**config.mk**
```make
export PLATFORM = sky130hd
export DESIGN_NAME = plate_char_scan_sched
export DESIGN_NICKNAME = d
export VERILOG_FILES = /design/src/rtl/plate_sched_pkg.sv /design/src/rtl/plate_char_box_table.sv /design/src/rtl/plate_char_scan_sched.sv
export SDC_FILE = /design/constraint.sdc
export NUM_CORES = 1
export LEC_CHECK = 0
export CORE_MARGIN = 8
export CORE_UTILIZATION = 50
export DETAILED_ROUTE_END_ITERATION = 10
export PLACE_DENSITY = 0.69
export SLEW_MARGIN = 20
export SYNTH_ARGS = -nofsm -noshare
export SYNTH_HDL_FRONTEND = slang
export SYNTH_HIERARCHICAL = 1
export SYNTH_SLANG_ARGS = --single-unit
```
**constraint.sdc**
```tcl
create_clock -name clk -period 6.61 [get_ports clk]
set_clock_uncertainty 0.2 [all_clocks]
set_input_delay 1.322 -clock clk [delete_from_list [all_inputs] [get_ports clk]]
set_output_delay 1.322 -clock clk [all_outputs]
set_load 0.03 [all_outputs]
```
**src/rtl/plate_sched_pkg.sv**
```systemverilog
// Shared types and constants for the licence-plate character scan sequencer.
// The box struct packs the edges in the order up, down, left, right.
package plate_sched_pkg;

  localparam int          COORD_W       = 12;
  localparam int          IDX_W         = 3;
  localparam logic [3:0]  DIGIT_INVALID = 4'hF;

  typedef enum logic [2:0] {
    IDLE,
    SELECT,
    ARM,
    HOLD,
    CAPTURE,
    DONE
  } state_t;

  typedef struct packed {
    logic [COORD_W-1:0] up;
    logic [COORD_W-1:0] down;
    logic [COORD_W-1:0] left;
    logic [COORD_W-1:0] right;
  } box_t;

  // A degenerate or inverted box cannot hold a character.
  function automatic logic box_valid(box_t b);
    return (b.left < b.right) && (b.up < b.down);
  endfunction

endpackage

```
**src/rtl/plate_char_box_table.sv**
```systemverilog
// Character bounding-box table: one write port that is locked while a scan runs,
// and a combinational read of the entry being scanned plus its validity flag.
module plate_char_box_table
  import plate_sched_pkg::*;
#(
  parameter int MAX_CHARS = 8
) (
  input  logic             clk,
  input  logic             rst_n,
  input  logic             wr_en,
  input  logic             busy,
  input  logic [IDX_W-1:0] wr_idx,
  input  box_t             wr_box,
  input  logic [IDX_W-1:0] rd_idx,
  output box_t             rd_box,
  output logic             rd_valid
);

  box_t entries [MAX_CHARS];

  // NOTE: the table is small and must read back as all-zero boxes after reset,
  // so every entry is reset explicitly rather than left to power-up contents.
  always_ff @(posedge clk) begin
    if (!rst_n) begin
      for (int i = 0; i < MAX_CHARS; i++) entries[i] <= '0;
    end else if (wr_en && !busy && (int'(wr_idx) < MAX_CHARS)) begin
      entries[wr_idx] <= wr_box;
    end
  end

  assign rd_box   = (int'(rd_idx) < MAX_CHARS) ? entries[rd_idx] : '0;
  assign rd_valid = box_valid(rd_box);

endmodule

```
**src/rtl/plate_char_scan_sched.sv**
```systemverilog
// Steps the 3x3 digit scanner through the plate's character boxes, one per frame,
// and publishes all captured digits together when the last character retires.
module plate_char_scan_sched
  import plate_sched_pkg::*;
#(
  parameter int MAX_CHARS     = 8,
  parameter int SETTLE_FRAMES = 1,
  parameter int FRAME_TIMEOUT = 2000000
) (
  input  logic                   clk,
  input  logic                   rst_n,
  input  logic                   i_vs,
  input  logic                   start,
  input  logic [3:0]             char_cnt,
  input  logic                   box_wr_en,
  input  logic [IDX_W-1:0]       box_wr_idx,
  input  logic [COORD_W-1:0]     box_wr_up,
  input  logic [COORD_W-1:0]     box_wr_down,
  input  logic [COORD_W-1:0]     box_wr_left,
  input  logic [COORD_W-1:0]     box_wr_right,
  input  logic [3:0]             i_digit,
  output logic [COORD_W-1:0]     char_up,
  output logic [COORD_W-1:0]     char_down,
  output logic [COORD_W-1:0]     char_left,
  output logic [COORD_W-1:0]     char_right,
  output logic [IDX_W-1:0]       o_cur_idx,
  output logic                   o_busy,
  output logic                   o_done,
  output logic [4*MAX_CHARS-1:0] o_result,
  output logic                   o_timeout
);

  localparam int CNT_W = IDX_W + 1;
  localparam int WD_W  = $clog2(FRAME_TIMEOUT + 1);
  localparam int RES_W = 4 * MAX_CHARS;

  state_t             state_q, state_d;
  logic               vs_d;
  logic [CNT_W-1:0]   cnt_q, cnt_d;
  logic [CNT_W-1:0]   idx_q, idx_d;
  logic [2:0]         frame_q, frame_d;
  logic [WD_W-1:0]    wdog_q, wdog_d;
  logic [RES_W-1:0]   work_q, work_d;
  logic [RES_W-1:0]   result_q, result_d;
  box_t               box_q, box_d;
  logic               busy_q, busy_d;
  logic               done_q, done_d;
  logic               timeout_q, timeout_d;

  box_t               rd_box;
  logic               rd_valid;
  logic               vs_rise, vs_fall, vs_edge;
  logic               wdog_expired;
  logic [CNT_W-1:0]   start_cnt;
  logic [CNT_W-1:0]   idx_inc;
  logic               retire;
  logic [3:0]         retire_digit;

  plate_char_box_table #(.MAX_CHARS(MAX_CHARS)) u_table (
    .clk      (clk),
    .rst_n    (rst_n),
    .wr_en    (box_wr_en),
    .busy     (busy_q),
    .wr_idx   (box_wr_idx),
    .wr_box   (box_t'{up: box_wr_up, down: box_wr_down, left: box_wr_left, right: box_wr_right}),
    .rd_idx   (idx_q[IDX_W-1:0]),
    .rd_box   (rd_box),
    .rd_valid (rd_valid)
  );

  assign vs_rise      = i_vs & ~vs_d;
  assign vs_fall      = ~i_vs & vs_d;
  assign vs_edge      = vs_rise | vs_fall;
  assign wdog_expired = (wdog_q == WD_W'(FRAME_TIMEOUT - 1));
  assign start_cnt    = (char_cnt > CNT_W'(MAX_CHARS)) ? CNT_W'(MAX_CHARS) : char_cnt;
  assign idx_inc      = idx_q + 1'b1;

  // NOTE: every variable gets its hold value first so no path through the case
  // leaves one unassigned and infers a latch.
  always_comb begin
    state_d      = state_q;
    cnt_d        = cnt_q;
    idx_d        = idx_q;
    frame_d      = frame_q;
    wdog_d       = wdog_q;
    work_d       = work_q;
    result_d     = result_q;
    box_d        = box_q;
    busy_d       = busy_q;
    done_d       = 1'b0;
    timeout_d    = timeout_q;
    retire       = 1'b0;
    retire_digit = DIGIT_INVALID;

    case (state_q)
      IDLE: begin
        if (start) begin
          cnt_d     = start_cnt;
          idx_d     = '0;
          work_d    = '1;
          busy_d    = 1'b1;
          timeout_d = 1'b0;
          state_d   = (start_cnt == '0) ? DONE : SELECT;
        end
      end
      SELECT: begin
        if (!rd_valid) begin
          retire = 1'b1;
        end else if (!i_vs) begin
          box_d   = rd_box;
          wdog_d  = '0;
          state_d = ARM;
        end
      end
      ARM: begin
        wdog_d = vs_edge ? '0 : wdog_q + 1'b1;
        if (vs_rise) begin
          frame_d = '0;
          state_d = HOLD;
        end else if (!vs_edge && wdog_expired) begin
          timeout_d = 1'b1;
          retire    = 1'b1;
        end
      end
      HOLD: begin
        wdog_d = vs_edge ? '0 : wdog_q + 1'b1;
        if (vs_fall) begin
          frame_d = frame_q + 1'b1;
          if (frame_q + 3'd1 == 3'(SETTLE_FRAMES)) state_d = CAPTURE;
        end else if (!vs_edge && wdog_expired) begin
          timeout_d = 1'b1;
          retire    = 1'b1;
        end
      end
      CAPTURE: begin
        retire       = 1'b1;
        retire_digit = i_digit;
      end
      DONE: begin
        result_d = work_q;
        done_d   = 1'b1;
        busy_d   = 1'b0;
        state_d  = IDLE;
      end
      default: state_d = IDLE;
    endcase

    // Skipped, aborted and captured characters all retire the same way.
    if (retire) begin
      work_d[4*int'(idx_q[IDX_W-1:0]) +: 4] = retire_digit;
      idx_d   = idx_inc;
      state_d = (idx_inc == cnt_q) ? DONE : SELECT;
    end
  end

  // NOTE: state registers use non-blocking assignments so every flop samples the
  // pre-edge values, independent of statement order.
  always_ff @(posedge clk) begin
    if (!rst_n) begin
      state_q   <= IDLE;
      vs_d      <= 1'b0;
      cnt_q     <= '0;
      idx_q     <= '0;
      frame_q   <= '0;
      wdog_q    <= '0;
      work_q    <= '1;
      result_q  <= '1;
      box_q     <= '0;
      busy_q    <= 1'b0;
      done_q    <= 1'b0;
      timeout_q <= 1'b0;
    end else begin
      state_q   <= state_d;
      vs_d      <= i_vs;
      cnt_q     <= cnt_d;
      idx_q     <= idx_d;
      frame_q   <= frame_d;
      wdog_q    <= wdog_d;
      work_q    <= work_d;
      result_q  <= result_d;
      box_q     <= box_d;
      busy_q    <= busy_d;
      done_q    <= done_d;
      timeout_q <= timeout_d;
    end
  end

  assign char_up    = box_q.up;
  assign char_down  = box_q.down;
  assign char_left  = box_q.left;
  assign char_right = box_q.right;
  assign o_cur_idx  = busy_q ? idx_q[IDX_W-1:0] : '0;
  assign o_busy     = busy_q;
  assign o_done     = done_q;
  assign o_result   = result_q;
  assign o_timeout  = timeout_q;

endmodule

```
==> results of run 1 <==
==> layer usage <==
metal,global-route usage,up-vias,share of wire
met2,0.348,474,0.47
met5,0,-,0.0012
met1,0.288,7212,0.43
met4,0.0592,10,0.021
li1,-,6781,-
met3,0.0444,99,0.078
==> cell families after synthesis <==
logic type / after synthesis / synth area share
AOI/OAI and AO/OA: 172 / 0.0487
xor gates and xnor gates: 20 / 0.00736
adders and majority gates: 30 / 0.0158
buffers and inverters: 157 / 0.0280
DFF: 535 / 0.612
muxes: 149 / 0.114
and+or+nand+nor: 761 / 0.174
==> cells in the mapped netlist (4+ instances only) <==
library cell  count  area (um^2)
a211oi_1         24          180
a21boi_0         52          390
a21o_1            4         30.0
a21oi_1          43          215
and2_1          390         2440
and3_1            5         31.3
buf_2            15         75.1
buf_6             7         78.8
clkbuf_1         88          330
dfxtp_1         151         3020
edfxtp_1        384        11500
ha_1             30          375
inv_1            41          154
mux2_2           24          270
mux2i_1          29          290
mux4_2           96         2160
nand2_1         181          679
nand2b_1         11         68.8
nand3_1          54          270
nand4_1          15         93.8
nor2_1           51          191
nor2b_1          12         75.1
nor3_1           11         55.1
nor3b_1           9         67.6
nor4_1            4         25.0
o21a_1            7         52.6
o21ai_0          17         85.1
o21ai_1           5         25.0
o22a_1            4         35.0
or3_1             7         43.8
xnor2_1          12          105
xor2_1            8         70.1
==> power by group <==
group          switching, W  internal [W]
Sequential         0.000139       0.00376
Combinational      0.000788      0.000577
Clock               0.00124       0.00171
==> final cells by class <==
class | instances | area share
sequential | 535 | 0.525
multi-input combinational | 1132 | 0.314
timing repair buffer | 185 | 0.0653
clock buffer | 75 | 0.0534
tap | 615 | 0.0278
clock inverter | 23 | 0.00790
inverter | 41 | 0.00555
antenna | 3 | 0.000271
==> state kept, by name, indices dropped and copies added, names as in the netlist, 3 cells and up <==
name,flops
char_down,12
char_left,12
char_right,12
char_up,12
cnt_q,4
frame_q,3
idx_q,4
o_result,32
state_q,3
u_table/entries,384
wdog_q,21
work_q,32
==> tightest hold or removal path, cell delays in order, from the launching register on <==
cell and delay [ns]:
dfxtp_1 0.30, nand2_1 0.05, a21boi_0 0.06
==> path summary, 6_finish.rpt <==
path,startpoint,to,slack [ns],cells past startpoint
max,idx_q[0],wdog_q[7],1.31,15
min,char_left[10],char_left[10],0.26,2
max reg2reg,idx_q[0],wdog_q[7],1.31,15
min reg2reg,char_left[10],char_left[10],0.26,2
==> through the flow <==
| step | worst slack [ns] | hold WS [ns] |
|---|---|---|
| floorplan | 0.647 | 0.236 |
| global placement | 1.39 | 0.253 |
| detailed placement | 1.33 | 0.257 |
| CTS | 1.29 | 0.269 |
| global route | 0.888 | 0.290 |
| finish | 1.31 | 0.264 |
==> impl_metrics.csv, run 1 <==
group,metric,value,unit
critical_path,worstSetupEndpointType,"flop",
clock_network,cts_resized,0,
sta,maxSlewViolCount,0,
clock_network,cts_root_buf,"clkbuf_16",
yosys,ys_seq_area_frac,0.612,
critical_path,critPathRequiredTime,6.88,ns
sta,rsz0062_at_grt,"no",
yosys,syn_area,0.0238,mm^2
final_layout,final_cells,2609,
die,core,0.0473,mm^2
final_layout,final.fill_count,3738,
sta,period_share,0.802,
critical_path,max_stage_delay,0.90,ns
grt,grt_pass1_wl,88500,um
placement,portBuffers,149,
sta,fin_crit,5.30,ns
routing,vias,14600,
grt,globalRoute.totalOverflow,0,
yosys,async_reset_ff_frac,0,
critical_path,cp-start-kind,"flop",
sta,finalSetupViolations,0,
yosys,ys_types,56,
run_status,status,"completed",
final_layout,area_growth,16.5,%
routing,firstDrtPassIters,5,
placement,dp_cells,2508,
final_layout,fin_util,0.585,
yosys,synth_edf_count,384,
clock_network,cts_tree,"done",
clock_network,clk_latency,0.59,ns
grt,grt_max_degree,119,
critical_path,cp_top_family,"simple AND/OR/NAND/NOR gates",
critical_path,critical_path_class,"reg -> reg",
sta,tns,0,ns
critical_path,arrival,5.58,ns
routing,antenna_violating_nets_post_route,0,
die,die_h,234,um
routing,finalWirelength,58700,um
final_layout,final_cell_mix,"and2_1, edfxtp_1, nand2_1",
grt,grt_pass1_vias,14800,
job,maxCapViolCount,0,
final_layout,final_common_cell,"and2_1",
critical_path,crit_path_max_fanout,39,
sta,max_slew_margin,0.305,
placement,placed_area,0.0260,mm^2
yosys,syn_inst,1824,
sta,max_freq,189,MHz
clock_network,htree_levels,2,
yosys,yosys_warnings,6,
routing,via_per_inst,5.59,
routing,wl_per_cell,22.5,um
placement,dp_hpwl,36600,um
die,start_util,0.503,
die,die_w,234,um
yosys,avgSynthCellArea,13.0,um^2
pwr,power.density,296,mW/mm^2
pwr,ir_drop,0.188,mV
yosys,synth_flop_cell,"edfxtp_1",
grt,antenna_found_initial,7,
grt,grt_usage,0.213,
clock_network,path_clk_slew,0.06,ns
critical_path,critPathSlowestCell,"dfxtp_4",
critical_path,path_cells,"buf_4 > mux4_2 > mux2i_1 > ha_1 > a21oi_1 > nor2_1 > a211oi_1 > o21ai_0 > nor4_2 > nand3b_1 > or3_2 > o211ai_1 > buf_4 > a21oi_1 > o22a_1",
final_layout,finalInstanceArea,0.0277,mm^2
yosys,ys_seq_elements,535,
die,dieArea,0.0548,mm^2
die,ioPinCount,150,
final_layout,multi_input_area,0.00871,mm^2
final_layout,ff_latch_area,0.0146,mm^2
yosys,synthesis.nets,1918,
routing,drt_iter0_markers,1419,
critical_path,worst-path-buf-inv,2,
placement,gp_congestion,0.833,
clock_network,ctsHoldBuffers,0,
sta,worstMarginPinSlew,1.04,ns
min_path,hold_path_class,"reg -> reg",
sta,final_hold_viol_count,0,
final_layout,nNetsFinal,2042,
clock_network,cts_made_buffers,53,
clock_network,cts_sinks,535,
final_layout,drive_above_1_share,0.131,
die,rows,80,
routing,drcViolationCount,0,
clock_network,cts_buffer_depth,3,
pwr,p_leak,10.0,nW
pwr,total_power,0.00822,W
clock_network,post_cts_buffers,0,
Note: power is estimated with default switching activity, not from simulation.
==> inputs of run 2 (changes only) <==
--- a/config.mk
+++ b/config.mk
@@ -8,7 +8,7 @@
 export CORE_MARGIN = 8
 export CORE_UTILIZATION = 50
 export DETAILED_ROUTE_END_ITERATION = 10
-export PLACE_DENSITY = 0.69
+export PLACE_DENSITY = 0.72
 export SLEW_MARGIN = 20
 export SYNTH_ARGS = -nofsm -noshare
 export SYNTH_HDL_FRONTEND = slang
==> constraint.sdc (replaced) <==
create_clock -name clk -period 4.65 [get_ports clk]
set_clock_uncertainty 0.2 [all_clocks]
set_input_delay 0.93 -clock clk [delete_from_list [all_inputs] [get_ports clk]]
set_output_delay 0.93 -clock clk [all_outputs]
set_load 0.03 [all_outputs]
==> run 2 against run 1 <==
Die area stayed put. Combinational power is 61% higher. Total power is 44% higher. Non-clock buffer count is 40 higher. Worst setup slack worse by 1.1 ns. Count of clock-buffer cells in the layout is 6 higher. Global-route usage is 0.43 points higher. Clock power is 40% higher. Largest cell class unchanged.
==> impl_metrics.csv, run 2 (synthesis gave the netlist of run 1 again) <==
group,metric,value,unit
run_status,status,"completed",
grt,antenna_found_initial,6,
pwr,seq_power_share,0.464,
sta,worstMarginPinSlew,1.04,ns
grt,grt_pass1_wl,90800,um
placement,dp_hpwl,37800,um
placement,gp_congestion,0.831,
routing,finalWirelength,60400,um
placement,portBuffers,149,
clock_network,cts_buffer_depth,3,
critical_path,critPathSlowestCell,"mux4_2",
grt,grt_pass1_vias,15400,
pwr,total_power,0.0118,W
final_layout,fin_util,0.597,
routing,antenna_violating_nets_post_route,0,
pwr,p_sw,0.00313,W
critical_path,worst-path-buf-inv,5,
routing,firstDrtPassIters,6,
pwr,intPower,0.00869,W
pwr,p_leak,10.3,nW
routing,wl_per_cell,22.8,um
die,rows,80,
critical_path,crit_cells,17,
final_layout,top_register,"u_table/entries",
critical_path,r2r_cells,17,
clock_network,path_clk_slew,0.06,ns
pwr,switching_share,0.265,
pwr,clkPwrFrac,0.349,
pwr,power.density,418,mW/mm^2
pwr,ir_drop,0.289,mV
critical_path,critical_path_class,"reg -> reg",
critical_path,crit_path_max_fanout,19,
clock_network,cts_made_buffers,54,
die,ioPinCount,150,
final_layout,drive_above_1_share,0.145,
critical_path,cp_top_family,"compound AO/OA/AOI/OAI gates",
job,maxCapViolCount,0,
grt,grt_max_degree,65,
clock_network,cts_sinks,535,
critical_path,arrival,4.68,ns
clock_network,clk_latency,0.60,ns
die,start_util,0.503,
sta,fin_crit,4.46,ns
clock_network,htree_levels,2,
final_layout,nNetsFinal,2084,
grt,globalRoute.totalOverflow,0,
routing,vias,15100,
die,core,0.0473,mm^2
sta,tns,0,ns
clock_network,cts_root_buf,"clkbuf_16",
min_path,hold_path_class,"reg -> reg",
final_layout,area_growth,18.7,%
grt,grt_usage,0.217,
clock_network,ctsHoldBuffers,0,
critical_path,cp-start-kind,"flop",
critical_path,max_stage_delay,0.54,ns
critical_path,path_cells,"buf_12 > buf_4 > mux4_2 > mux2i_1 > buf_4 > ha_1 > a21o_1 > a21oi_1 > a211oi_1 > nor4_2 > buf_4 > nor2_1 > a21oi_1 > o21ai_4 > buf_12 > a211oi_1 > a21oi_1",
sta,max_freq,224,MHz
final_layout,largest_reg_flops,384,
routing,drcViolationCount,0,
final_layout,final_common_cell,"and2_1",
clock_network,cts_tree,"done",
min_path,min_path_cells,2,
sta,final_hold_viol_count,0,
final_layout,final_cell_mix,"and2_1, edfxtp_1, nand2_1",
sta,finalSetupViolations,0,
die,die_h,234,um
critical_path,worstSetupEndpointType,"flop",
critical_path,critPathRequiredTime,4.87,ns
die,die_w,234,um
sta,maxSlewViolCount,0,
pwr,p_comb_frac,0.187,
routing,via_per_inst,5.69,
sta,max_slew_margin,0.307,
sta,period_share,0.960,
die,dieArea,0.0548,mm^2
routing,drt_iter0_markers,1361,
==> run 2: cell count changes in the layout (fill, tap and decap cells not counted), sizes merged <==
cell      before  now
bufinv         4    2
clkinv        16   11
clkinvlp       1    2
clkbuf        75   82
diode          3    2
a2111o         1    2
inv           43   41
buf           37   76
==> run 2: worst register-to-register path: stages, from the launching register on <==
cell and delay [ns]:
dfxtp_4 0.46, buf_12 0.22, buf_4 0.27, mux4_2 0.55, mux2i_1 0.15, buf_4 0.17
ha_1 0.25, a21o_1 0.18, a21oi_1 0.14, a211oi_1 0.15, nor4_2 0.42, buf_4 0.18
nor2_1 0.04, a21oi_1 0.26, o21ai_4 0.14, buf_12 0.18, a211oi_1 0.26, a21oi_1 0.09
==> run 2: layer usage <==
metal | wire (um) | share of wire | track usage | up-vias
li1 | - | - | - | 6872
met1 | 25100 | 0.41 | 0.289 | 7507
met2 | 29000 | 0.48 | 0.361 | 564
met3 | 5050 | 0.084 | 0.0469 | 105
met4 | 1270 | 0.021 | 0.0555 | 10
met5 | 68 | 0.0011 | 0 | -
==> run 2: power by group through the flow <==
stage	sequential [W]	clock [W]	combinational (W)
6_report	0.00549	0.00412	0.00220
5_1_grt	0.00551	0.00434	0.00237
4_1_cts	0.00549	0.00419	0.00218
3_5_place_dp	0.00561	0	0.00214
3_3_place_gp	0.00559	0	0.00210
2_1_floorplan	0.00564	0	0.00128
==> run 2: per-stage QoR <==
stage          instances  area (um^2)  hold WS (ns)  setup WS [ns]
2_1_floorplan       1824        23800         0.236         -0.921
3_3_place_gp        2541        26500         0.252         0.0382
3_5_place_dp        2541        26500         0.254        -0.0837
4_1_cts             2641        28200         0.269         0.0405
5_1_grt             2645        28200         0.283       -0.00379
6_report            2647        28200         0.265          0.188
==> run 2: worst paths after layout <==
| path | endpoint | slack (ns) | start |
|---|---|---|---|
| worst max-delay path | work_q[31] | 0.19 | idx_q[0] |
| worst min-delay path | o_result[28] | 0.27 | o_result[28] |
| worst max register to register | work_q[31] | 0.19 | idx_q[0] |
| worst min register to register | o_result[28] | 0.27 | o_result[28] |
==> run 2: area by class of cell <==
| type | count | area, um^2 |
|---|---|---|
| diodes | 2 | 5.00 |
| clock buffers | 81 | 1540 |
| clock inverters | 15 | 119 |
| fillers | 3684 | 19100 |
| inverters | 41 | 154 |
| multi-input cells | 1133 | 8740 |
| flip-flops and latches | 535 | 14600 |
| well taps | 615 | 769 |
| repair buffers | 225 | 2360 |
==> run 2: what timing repair did <==
action                     CTS  global route
hold endpoints to repair     0             0
setup endpoints to repair    9            89
gates cloned                 0             2
pin swaps                    0             2
resized for setup            0             5
setup buffers                4             2
